`config.mk`:
```
export PLATFORM = sky130hd
export DESIGN_NAME = isa_secuenciador
export DESIGN_NICKNAME = d
export VERILOG_FILES = /design/src/rtl/isa_pkg.sv /design/src/rtl/isa_secuenciador.sv
export SDC_FILE = /design/constraint.sdc
export NUM_CORES = 1
export LEC_CHECK = 0
export CORE_MARGIN = 2
export CORE_UTILIZATION = 30
export DETAILED_ROUTE_END_ITERATION = 16
export PLACE_DENSITY = 0.63
export SYNTH_ARGS = -nofsm -noshare
export SYNTH_HDL_FRONTEND = slang
export SYNTH_SLANG_ARGS = --single-unit
```
`constraint.sdc`:
```
create_clock -name clk -period 2.4 [get_ports clk]
set_input_delay 0.36 -clock clk [delete_from_list [all_inputs] [get_ports clk]]
set_output_delay 0.36 -clock clk [all_outputs]
set_load 0.005 [all_outputs]
```
`src/rtl/isa_pkg.sv`:
```
// Shared definitions for the ISA datapath and its program sequencer:
// instruction field positions, bus widths and the sequencer state encoding.
package isa_pkg;

  localparam int INSTR_W = 21;
  localparam int DATA_W  = 32;

  localparam int OP1_HI     = 20;
  localparam int OP1_LO     = 16;
  localparam int OP2_HI     = 15;
  localparam int OP2_LO     = 11;
  localparam int WE_BR_BIT  = 10;
  localparam int ALU_OP_HI  = 9;
  localparam int ALU_OP_LO  = 7;
  localparam int DIR_RAM_HI = 6;
  localparam int DIR_RAM_LO = 2;
  localparam int WE_RAM_BIT = 1;
  localparam int HALT_BIT   = 0;

  typedef enum logic [2:0] {
    IDLE  = 3'd0,
    FETCH = 3'd1,
    LOAD  = 3'd2,
    HOLD  = 3'd3,
    DONE  = 3'd4
  } state_t;

endpackage

```
`src/rtl/isa_secuenciador.sv`:
```
// Program sequencer: fetches instruction words from a synchronous ROM, presents
// each to the ISA datapath for HOLD_CYC cycles and captures results of reads.
module isa_secuenciador #(
  parameter int INSTR_W    = isa_pkg::INSTR_W,
  parameter int DATA_W     = isa_pkg::DATA_W,
  parameter int PROG_DEPTH = 21,
  parameter int ADDR_W     = 5,
  parameter int HOLD_CYC   = 4
) (
  input  logic               clk,
  input  logic               rst,
  input  logic               inicio,
  input  logic               abortar,
  output logic [ADDR_W-1:0]  rom_addr,
  input  logic [INSTR_W-1:0] rom_data,
  output logic [INSTR_W-1:0] instruccion,
  input  logic [DATA_W-1:0]  salida,
  output logic [DATA_W-1:0]  dato_leido,
  output logic               dato_valido,
  output logic               ocupado,
  output logic               fin
);

  import isa_pkg::*;

  localparam int CNT_W = (HOLD_CYC > 1) ? $clog2(HOLD_CYC) : 1;
  localparam logic [ADDR_W-1:0] LAST_PC  = ADDR_W'(PROG_DEPTH - 1);
  localparam logic [CNT_W-1:0]  CNT_LOAD = CNT_W'(HOLD_CYC - 1);

  state_t              state, state_n;
  logic [ADDR_W-1:0]   pc, pc_n;
  logic [CNT_W-1:0]    cnt, cnt_n;
  logic [INSTR_W-1:0]  word, word_n;
  logic [DATA_W-1:0]   leido_n;
  logic                valido_n;

  always_ff @(posedge clk) begin
    if (rst || abortar) begin
      state       <= IDLE;
      pc          <= '0;
      cnt         <= '0;
      word        <= '0;
      dato_leido  <= '0;
      dato_valido <= 1'b0;
    end else begin
      state       <= state_n;
      pc          <= pc_n;
      cnt         <= cnt_n;
      word        <= word_n;
      dato_leido  <= leido_n;
      dato_valido <= valido_n;
    end
  end

  always_comb begin
    state_n  = state;
    pc_n     = pc;
    cnt_n    = cnt;
    word_n   = word;
    leido_n  = dato_leido;
    valido_n = 1'b0;
    case (state)
      IDLE: begin
        if (inicio) begin
          state_n = FETCH;
          pc_n    = '0;
        end
      end
      FETCH: state_n = LOAD;
      LOAD: begin
        word_n  = rom_data;
        cnt_n   = CNT_LOAD;
        state_n = HOLD;
      end
      HOLD: begin
        if (cnt == '0) begin
          if (!word[WE_RAM_BIT]) begin
            leido_n  = salida;
            valido_n = 1'b1;
          end
          // End check is against the last programmed entry, so pc never wraps.
          if (word[HALT_BIT] || (pc == LAST_PC)) begin
            state_n = DONE;
          end else begin
            pc_n    = pc + ADDR_W'(1);
            state_n = FETCH;
          end
        end else begin
          cnt_n = cnt - CNT_W'(1);
        end
      end
      DONE:    state_n = IDLE;
      default: state_n = IDLE;
    endcase
  end

  // Write enables reach the datapath only while a word is being held,
  // so transitions between instructions can never cause a second write.
  always_comb begin
    instruccion = word;
    if (state != HOLD) begin
      instruccion[WE_BR_BIT]  = 1'b0;
      instruccion[WE_RAM_BIT] = 1'b0;
    end
  end

  assign rom_addr = pc;
  assign ocupado  = (state == FETCH) || (state == LOAD) || (state == HOLD);
  assign fin      = (state == DONE);

endmodule

```
======== Yosys cells after proc, flatten, opt, wreduce, memory -nomap -nowiden ========
Index checks and enable logic that the tools add are counted.
storage, ports and cells
  register bits ........................... 64
  output and inout port bits .............. 61
cells by class
  add/sub/neg operators ................... 2
  equality and inequality tests ........... 10
  mux-type cells .......................... 13
  bitwise operators ....................... 3
  reductions and logical operators ........ 13
operator list
  operator               number
  $mux W5                3
  $pmux W3 S4            1
  $pmux W5 S2            1
  $mux W3                3
  $ne A2 B2 Y1 const B   4
  $eq A3 B2 Y1 const B   2
  $add A5 B1 Y5 const B  1
  $eq A5 B5 Y1 const B   1
  $logic_or A1 B1 Y1     4
  $pmux W2 S2            1
  $reduce_and A2 Y1      2
  $reduce_and A4 Y1      1
  $reduce_bool A2 Y1     2
  $eq A3 B1 Y1 const B   1
  $eq A3 B3 Y1 const B   1
  $logic_not A3 Y1       1
  $mux W1                3
  $ne A3 B2 Y1 const B   1
  $not A1 Y1             3
  $reduce_and A3 Y1      1
  $reduce_or A3 Y1       1
  $logic_not A2 Y1       1
  $mux W2                1
  $sub A2 B1 Y2 const B  1

======== Logic depth before layout (Yosys ltp) ========
Gate-level depths: netlist of run 1.
  word-level depth ........................ 5
  mapped depth ............................ 7
  mapped depth without buffers ............ 6

======== Worst setup path before layout of run 1 ========
OpenSTA, ideal clock, no wires.
  path kind ............................... reg2reg
  from .................................... register pc[0] (netlist: rom_addr[0])
  to ...................................... register pc[3] (netlist: rom_addr[3])
  arrival ................................. 1.392 ns
  slack ................................... 0.873 ns
  cell stages (with the launch flop) ...... 7
  path buffers ............................ 0
  cell sequence ........................... dfxtp_1 -> inv_1 -> ha_1 -> and4b_1 -> a2bb2oi_1 -> o311ai_0 -> o31ai_1
between the ends
  word-level cells in the longest chain between the ends .. 4
  elaborated cells on any way between the ends .. 8
  classes of those cells .................. add/sub: 1; eq/ne: 2; mux: 3; reduce/logical: 2
ends and longest elaborated chain
  element                                                  RTL line                                        RTL
  start: declaration                                       isa_secuenciador.sv:31                          logic [ADDR_W-1:0] pc, pc_n;
  start signal: assignment                                 isa_secuenciador.sv:47                          pc <= pc_n;
  $add A5 B1 Y5 / $eq A5 B5 Y1 (equally long branches)     isa_secuenciador.sv:85, isa_secuenciador.sv:82
  $mux W5 / $logic_or A1 B1 Y1 (equally long branches)     isa_secuenciador.sv:82                          if (word[HALT_BIT] || (pc == LAST_PC)) begin
  $mux W5 / $ne A2 B2 Y1 (equally long branches)           -
  $pmux W5 S2 / $reduce_and A4 Y1 (equally long branches)  -
Parallel ways exist; a longest one is shown, timed or not. The select of a mux whose other input is x is not followed.
A chain may end at the register's enable or synchronous reset.

======== Final worst setup path of run 1 ========
  from .................................... register state[2]
  to ...................................... output instruccion[1]
between the ends
  word-level cells in the longest chain between the ends .. 2
ends and longest elaborated chain
  element                   RTL line                 RTL
  start: declaration        isa_secuenciador.sv:30   state_t state, state_n;
  start signal: assignment  isa_secuenciador.sv:46   state <= state_n;
  $ne A3 B2 Y1              isa_secuenciador.sv:101  if (state != HOLD) begin
  $mux W1                   isa_secuenciador.sv:101
  end: declaration          isa_secuenciador.sv:16   output logic [INSTR_W-1:0] instruccion,
Every way passes these cells.

==> flow_metrics.env, run 1 <==
export IMPL_post_cts_resized=0
export IMPL_worstMarginPinSlew_ps=690
export IMPL_cp_buffers_inverters=1
export IMPL_cpMaxStageDelayCell="dfxtp_1"
export IMPL_synth_cells=320
export IMPL_yosys_top_cells_count="109 x nand2_1, 64 x dfxtp_1, 54 x a21oi_1"
export IMPL_cts_htree_levels=3
export IMPL_grt_pass1_vias=2337
export IMPL_diodes=0
export IMPL_ys_async_sr_fraction=0
export IMPL_r2r_start="state[1]"
export IMPL_yosys_warnings=0
export IMPL_drv_slew=0
export IMPL_drt_iter0_drc=64
export IMPL_setup_worst_path_class="reg2out"
export IMPL_cts_buffers=9
export IMPL_firstDrtPassIters=4
export IMPL_synth_seq_cells=64
export IMPL_clkTransAtPathRegs_ps=70
export IMPL_synth_area_leaders="dfxtp_1 50%, nand2_1 16%, a21oi_1 10%"
export IMPL_grt_remaining_overflow=0
export IMPL_tns_ps=0
export IMPL_drive_gt1_frac=0.0576
export IMPL_die_width_um=96.7
export IMPL_finalClockSkew_ps=7.18
export IMPL_die_height_um=96.7
export IMPL_cts_sinks=64
export IMPL_rsz0062_at_grt="false"
export IMPL_drt_met1_wl_mm=2.79
export IMPL_hpwl_mm=4.59
export IMPL_wl_per_cell_um=12.4
export IMPL_postSynthAreaPerCell_sq_um=8.06
export IMPL_arrival_ps=1820
export IMPL_synth_cell_types=32
export IMPL_fillCellCount=867
export IMPL_hp_class="reg2reg"
export IMPL_portBuffers=117
export IMPL_track_usage=0.139
export IMPL_synth_edf_count=0
export IMPL_fmax_mhz=459
export IMPL_crit_fanout=13
export IMPL_drv_cap=0
export IMPL_crit_path_cell_trace="and3b_1, and2_1, clkdlybuf4s50_1"
export IMPL_synth_ff_type="dfxtp_1"
export IMPL_met3WireLength_um=427
export IMPL_routabilityCongestion=0.815
export IMPL_seq_area_sq_um=1280
export IMPL_p_total_mw=2.24
export IMPL_grt_pass1_wl_mm=10.7
export IMPL_via_per_inst=4.53
export IMPL_hold_viol=0
export IMPL_synthToLayoutAreaGrowth_pct=50.5
export IMPL_hold_buffers=0
export IMPL_crit_family="flip-flops"
export IMPL_crit_start="state[2]"
export IMPL_fp_dieArea_sq_um=9360
export IMPL_clock_latency_ps=330
export IMPL_min_period_ps=2180
export IMPL_root_buffer="clkbuf_8"
export IMPL_yosysMostFrequentCell="nand2_1"
export IMPL_period_share=0.908
export IMPL_post_route_drc_count=0
export IMPL_critPathLaunchType="flip-flop"
export IMPL_core_area_sq_um=8260
export IMPL_wl_mm=6.46
export IMPL_seq_area_frac_synth=0.497
export IMPL_netlist_area_sq_um=2580
export IMPL_antenna_found_initial=0
export IMPL_max_slew_margin=0.537
export IMPL_status="completed"
export IMPL_cts_path_max_buffers=2
export IMPL_ant_nets=0
export IMPL_synth_nets=380
export IMPL_core_rowCount=33
export IMPL_min_delay_start="word[10]"
export IMPL_vias=2364
export IMPL_ios=118
export IMPL_cts_tree="yes"
export IMPL_required_ps=2040
export IMPL_power_density_nw_per_um2=577
export IMPL_top_layer_used="met4"
export IMPL_layout_nets=473
export IMPL_grt_max_degree=59
export IMPL_netlist_area_leader_share=0.497
export IMPL_setup_viol=0
export IMPL_critPathMaxStageDelay_ps=550
export IMPL_crit_path_end_kind="primary output"
export IMPL_wl_met2_mm=3.12
export IMPL_leakagePower_nw=1.27
export IMPL_initial_core_util=0.312
export IMPL_ir_worst_vdd_mv=0.356
export IMPL_multi_input_area_sq_um=1030
export IMPL_synth_area_leader_cell="dfxtp_1"
export IMPL_postCtsSetupBuffers=0
routing by layer:
| layer | track usage | up-vias |
|---|---|---|
| li1 | - | 1214 |
| met1 | 0.159 | 1059 |
| met2 | 0.235 | 78 |
| met3 | 0.0506 | 13 |
| met4 | 0.0563 | 0 |
| met5 | 0 | - |
logic make-up (layout without fill, tap and decap cells):
logic type,count (synthesis),after routing,share of synthesized area
buffers and inverters,43,140,0.102
muxes,1,1,0.00388
DFF,64,64,0.497
AOI/OAI and AO/OA,65,65,0.136
and+or+nand+nor,144,144,0.246
adders and majority gates,3,3,0.0146
layout by cell type (no fill, tap or decap), types with 3 or more instances in the layout:
| master | netlist | routed |
|---|---|---|
| a21oi_1 | 54 | 54 |
| and2_1 | 3 | 3 |
| buf_4 | 19 | 4 |
| clkbuf_8 | 0 | 11 |
| clkdlybuf4s50_1 | 0 | 117 |
| dfxtp_1 | 64 | 64 |
| ha_1 | 3 | 3 |
| inv_1 | 4 | 4 |
| nand2_1 | 109 | 109 |
| nand3_1 | 4 | 4 |
| nor2_1 | 10 | 10 |
| nor3_1 | 4 | 4 |
| o311ai_0 | 3 | 3 |
path summary, 6_finish.rpt:
kind / to / slack, ps / cells past startpoint
worst max-delay path: instruccion[1] / 220 / 3
worst min register to register: word[10] / 450 / 2
worst max register to register: dato_leido[6] / 560 / 4
worst min-delay path: word[10] / 450 / 2
worst reg2reg max path, delay by kind of cell, from the launching register on:
family	cells	cell delay (ps)
DFF	1	470
AOI/OAI and AO/OA	1	90
and+or+nand+nor	3	1130
power by group:
part,switching (mW),total [mW],internal [mW]
logic,0.0476,0.144,0.0960
registers,0.00438,1.07,1.07
clock network,0.393,1.03,0.635
stage by stage:
stage	std cells	hold slack, ps	cell area (sq um)	util	setup slack [ps]
4_1_cts	522	457	3880	0.470	198
6_report	522	454	3880	0.470	220
3_5_place_dp	507	447	3660	0.444	499
2_1_floorplan	320	432	2580	-	873
5_1_grt	522	474	3880	0.470	98.9
3_3_place_gp	507	442	3660	0.444	513
cell type report:
type | instances | share of cell area
Clock buffer | 12 | 0.0399
Timing Repair Buffer | 121 | 0.309
Inverter | 4 | 0.00387
Tap cell | 105 | 0.0338
Sequential cell | 64 | 0.330
Multi-Input combinational cell | 213 | 0.266
Clock inverter | 3 | 0.0168
state kept, by name, summed over array words and instances, names as in the netlist:
register / flops
state: 3
word: 21
dato_leido: 32
rom_addr: 5
cnt: 2
dato_valido: 1
Note: power is estimated with default switching activity, not from simulation.
==> run 2, diff against run 1 <==
CORE_UTILIZATION = 35   (was 30)
PLACE_DENSITY = 0.72   (was 0.63)
==> run 2 against run 1 <==
Combinational power hardly changed. Clock skew is 2.9 ps higher. Clock-buffer cell count is 1 lower. Maximum frequency is 0.91% lower. Routed wire length is 0.50% higher. Non-clock buffer count is 1 lower. Final cell count is 1.1% lower.
==> flow_metrics.env, run 2 (synthesis results as in run 1) <==
export IMPL_min_period_ps=2200
export IMPL_wl_per_cell_um=12.6
export IMPL_cts_path_max_buffers=2
export IMPL_layout_nets=472
export IMPL_fmax_mhz=454
export IMPL_hold_viol=0
export IMPL_core_rowCount=31
export IMPL_rsz0062_at_grt="false"
export IMPL_grt_remaining_overflow=0
export IMPL_cts_htree_levels=3
export IMPL_max_slew_margin=0.502
export IMPL_intPower_mw=1.69
export IMPL_drv_cap=0
export IMPL_met3WireLength_um=360
export IMPL_grt_pass1_vias=2282
export IMPL_hpwl_mm=4.39
export IMPL_drv_slew=0
export IMPL_fp_dieArea_sq_um=8070
export IMPL_drive_gt1_frac=0.0600
export IMPL_clkPwrFrac=0.437
export IMPL_postCtsSetupBuffers=0
export IMPL_initial_core_util=0.360
export IMPL_final_common_cell="clkdlybuf4s50_1"
export IMPL_multi_input_area_sq_um=1030
export IMPL_grt_max_degree=59
export IMPL_crit_path_end_kind="primary output"
export IMPL_switching_power_mw=0.461
export IMPL_arrival_ps=1840
export IMPL_via_per_inst=4.56
export IMPL_crit_start="state[2]"
export IMPL_rrSetupSlack_ps=520
export IMPL_clock_latency_ps=330
export IMPL_drt_met1_wl_mm=2.93
export IMPL_seq_area_sq_um=1280
export IMPL_r2r_start="state[2]"
export IMPL_top_layer_used="met4"
export IMPL_period_share=0.917
export IMPL_crit_fanout=13
export IMPL_cts_tree="yes"
export IMPL_synthToLayoutAreaGrowth_pct=49.4
export IMPL_wl_met2_mm=3.07
export IMPL_leakagePower_nw=1.25
export IMPL_setup_viol=0
export IMPL_p_sw_frac=0.214
export IMPL_tns_ps=0
export IMPL_drt_iter0_drc=60
export IMPL_hold_buffers=0
export IMPL_wl_mm=6.49
export IMPL_cts_buffers=9
export IMPL_track_usage=0.164
export IMPL_root_buffer="clkbuf_8"
export IMPL_core_area_sq_um=7180
export IMPL_post_cts_resized=0
export IMPL_finalClockSkew_ps=10.1
export IMPL_min_delay_start="dato_leido[17]"
export IMPL_antenna_found_initial=0
export IMPL_status="completed"
export IMPL_fillCellCount=656
export IMPL_top_register="dato_leido"
export IMPL_routabilityCongestion=0.780
export IMPL_fin_ws_ps=200
export IMPL_portBuffers=117
export IMPL_diodes=0
export IMPL_post_route_drc_count=0
export IMPL_firstDrtPassIters=4
export IMPL_place_ws_ps=531
export IMPL_required_ps=2040
export IMPL_p_seq_frac=0.496
export IMPL_vias=2353
export IMPL_hp_class="reg2reg"
export IMPL_final_cell_mix="117 x clkdlybuf4s50_1, 109 x nand2_1, 64 x dfxtp_1"
export IMPL_power_density_nw_per_um2=559
export IMPL_worstMarginPinSlew_ps=743
export IMPL_die_width_um=89.9
export IMPL_combPwrFrac=0.067
export IMPL_ir_worst_vdd_mv=0.411
export IMPL_ant_nets=0
export IMPL_largest_reg_flops=32
export IMPL_clkTransAtPathRegs_ps=60
export IMPL_critPathLaunchType="flip-flop"
export IMPL_cts_sinks=64
export IMPL_setup_worst_path_class="reg2out"
export IMPL_die_height_um=89.9
export IMPL_ios=118
export IMPL_grt_pass1_wl_mm=10.8
## run 2: metrics by stage
stage               utilization  cell area, sq um  instances  hold slack (ps)  total power [mW]
floorplan                     -              2580        320              432              1.13
global placement          0.508              3650        500              441              1.24
detailed placement        0.508              3650        500              446              1.24
CTS                       0.537              3850        516              455              2.18
global route              0.537              3850        516              469              2.25
finish                    0.537              3850        516              454              2.16
## run 2: area by class of cell
type                            count  area share
Clock inverter                      5      0.0143
Sequential cell                    64       0.332
Tap cell                           99      0.0321
Clock buffer                       11      0.0393
Inverter                            4     0.00389
Timing Repair Buffer              120       0.310
Multi-Input combinational cell    213       0.268
## run 2: worst paths after layout
kind | to | cells past startpoint
setup / recovery | instruccion[1] | 3
hold / removal | dato_leido[17] | 2
hold reg to reg | dato_leido[17] | 2
setup reg to reg | dato_leido[22] | 4
## run 2: worst max-delay path: stages (launching register included)
cell	delay [ps]
dfxtp_1	560
and3b_1	300
and2_1	190
clkdlybuf4s50_1	480
## run 2: metal layers
metal | up-vias | track usage
met3 | 10 | 0.0436
li1 | 1213 | -
met2 | 68 | 0.271
met5 | - | 0
met4 | 0 | 0.0808
met1 | 1062 | 0.197
## run 2: power groups by stage
stage          Sequential, mW  Combinational [mW]  Clock [mW]
2_1_floorplan            1.09              0.0405           0
3_3_place_gp             1.09               0.144           0
3_5_place_dp             1.09               0.144           0
4_1_cts                  1.07               0.145       0.970
5_1_grt                  1.07               0.155        1.02
6_report                 1.07               0.144       0.942
==> run 3, diff against run 2 <==
SKIP_LAST_GASP = 1   (was default)
==> results of run 3 <==
The final DEF is identical to that of run 2; final timing and power are the same.
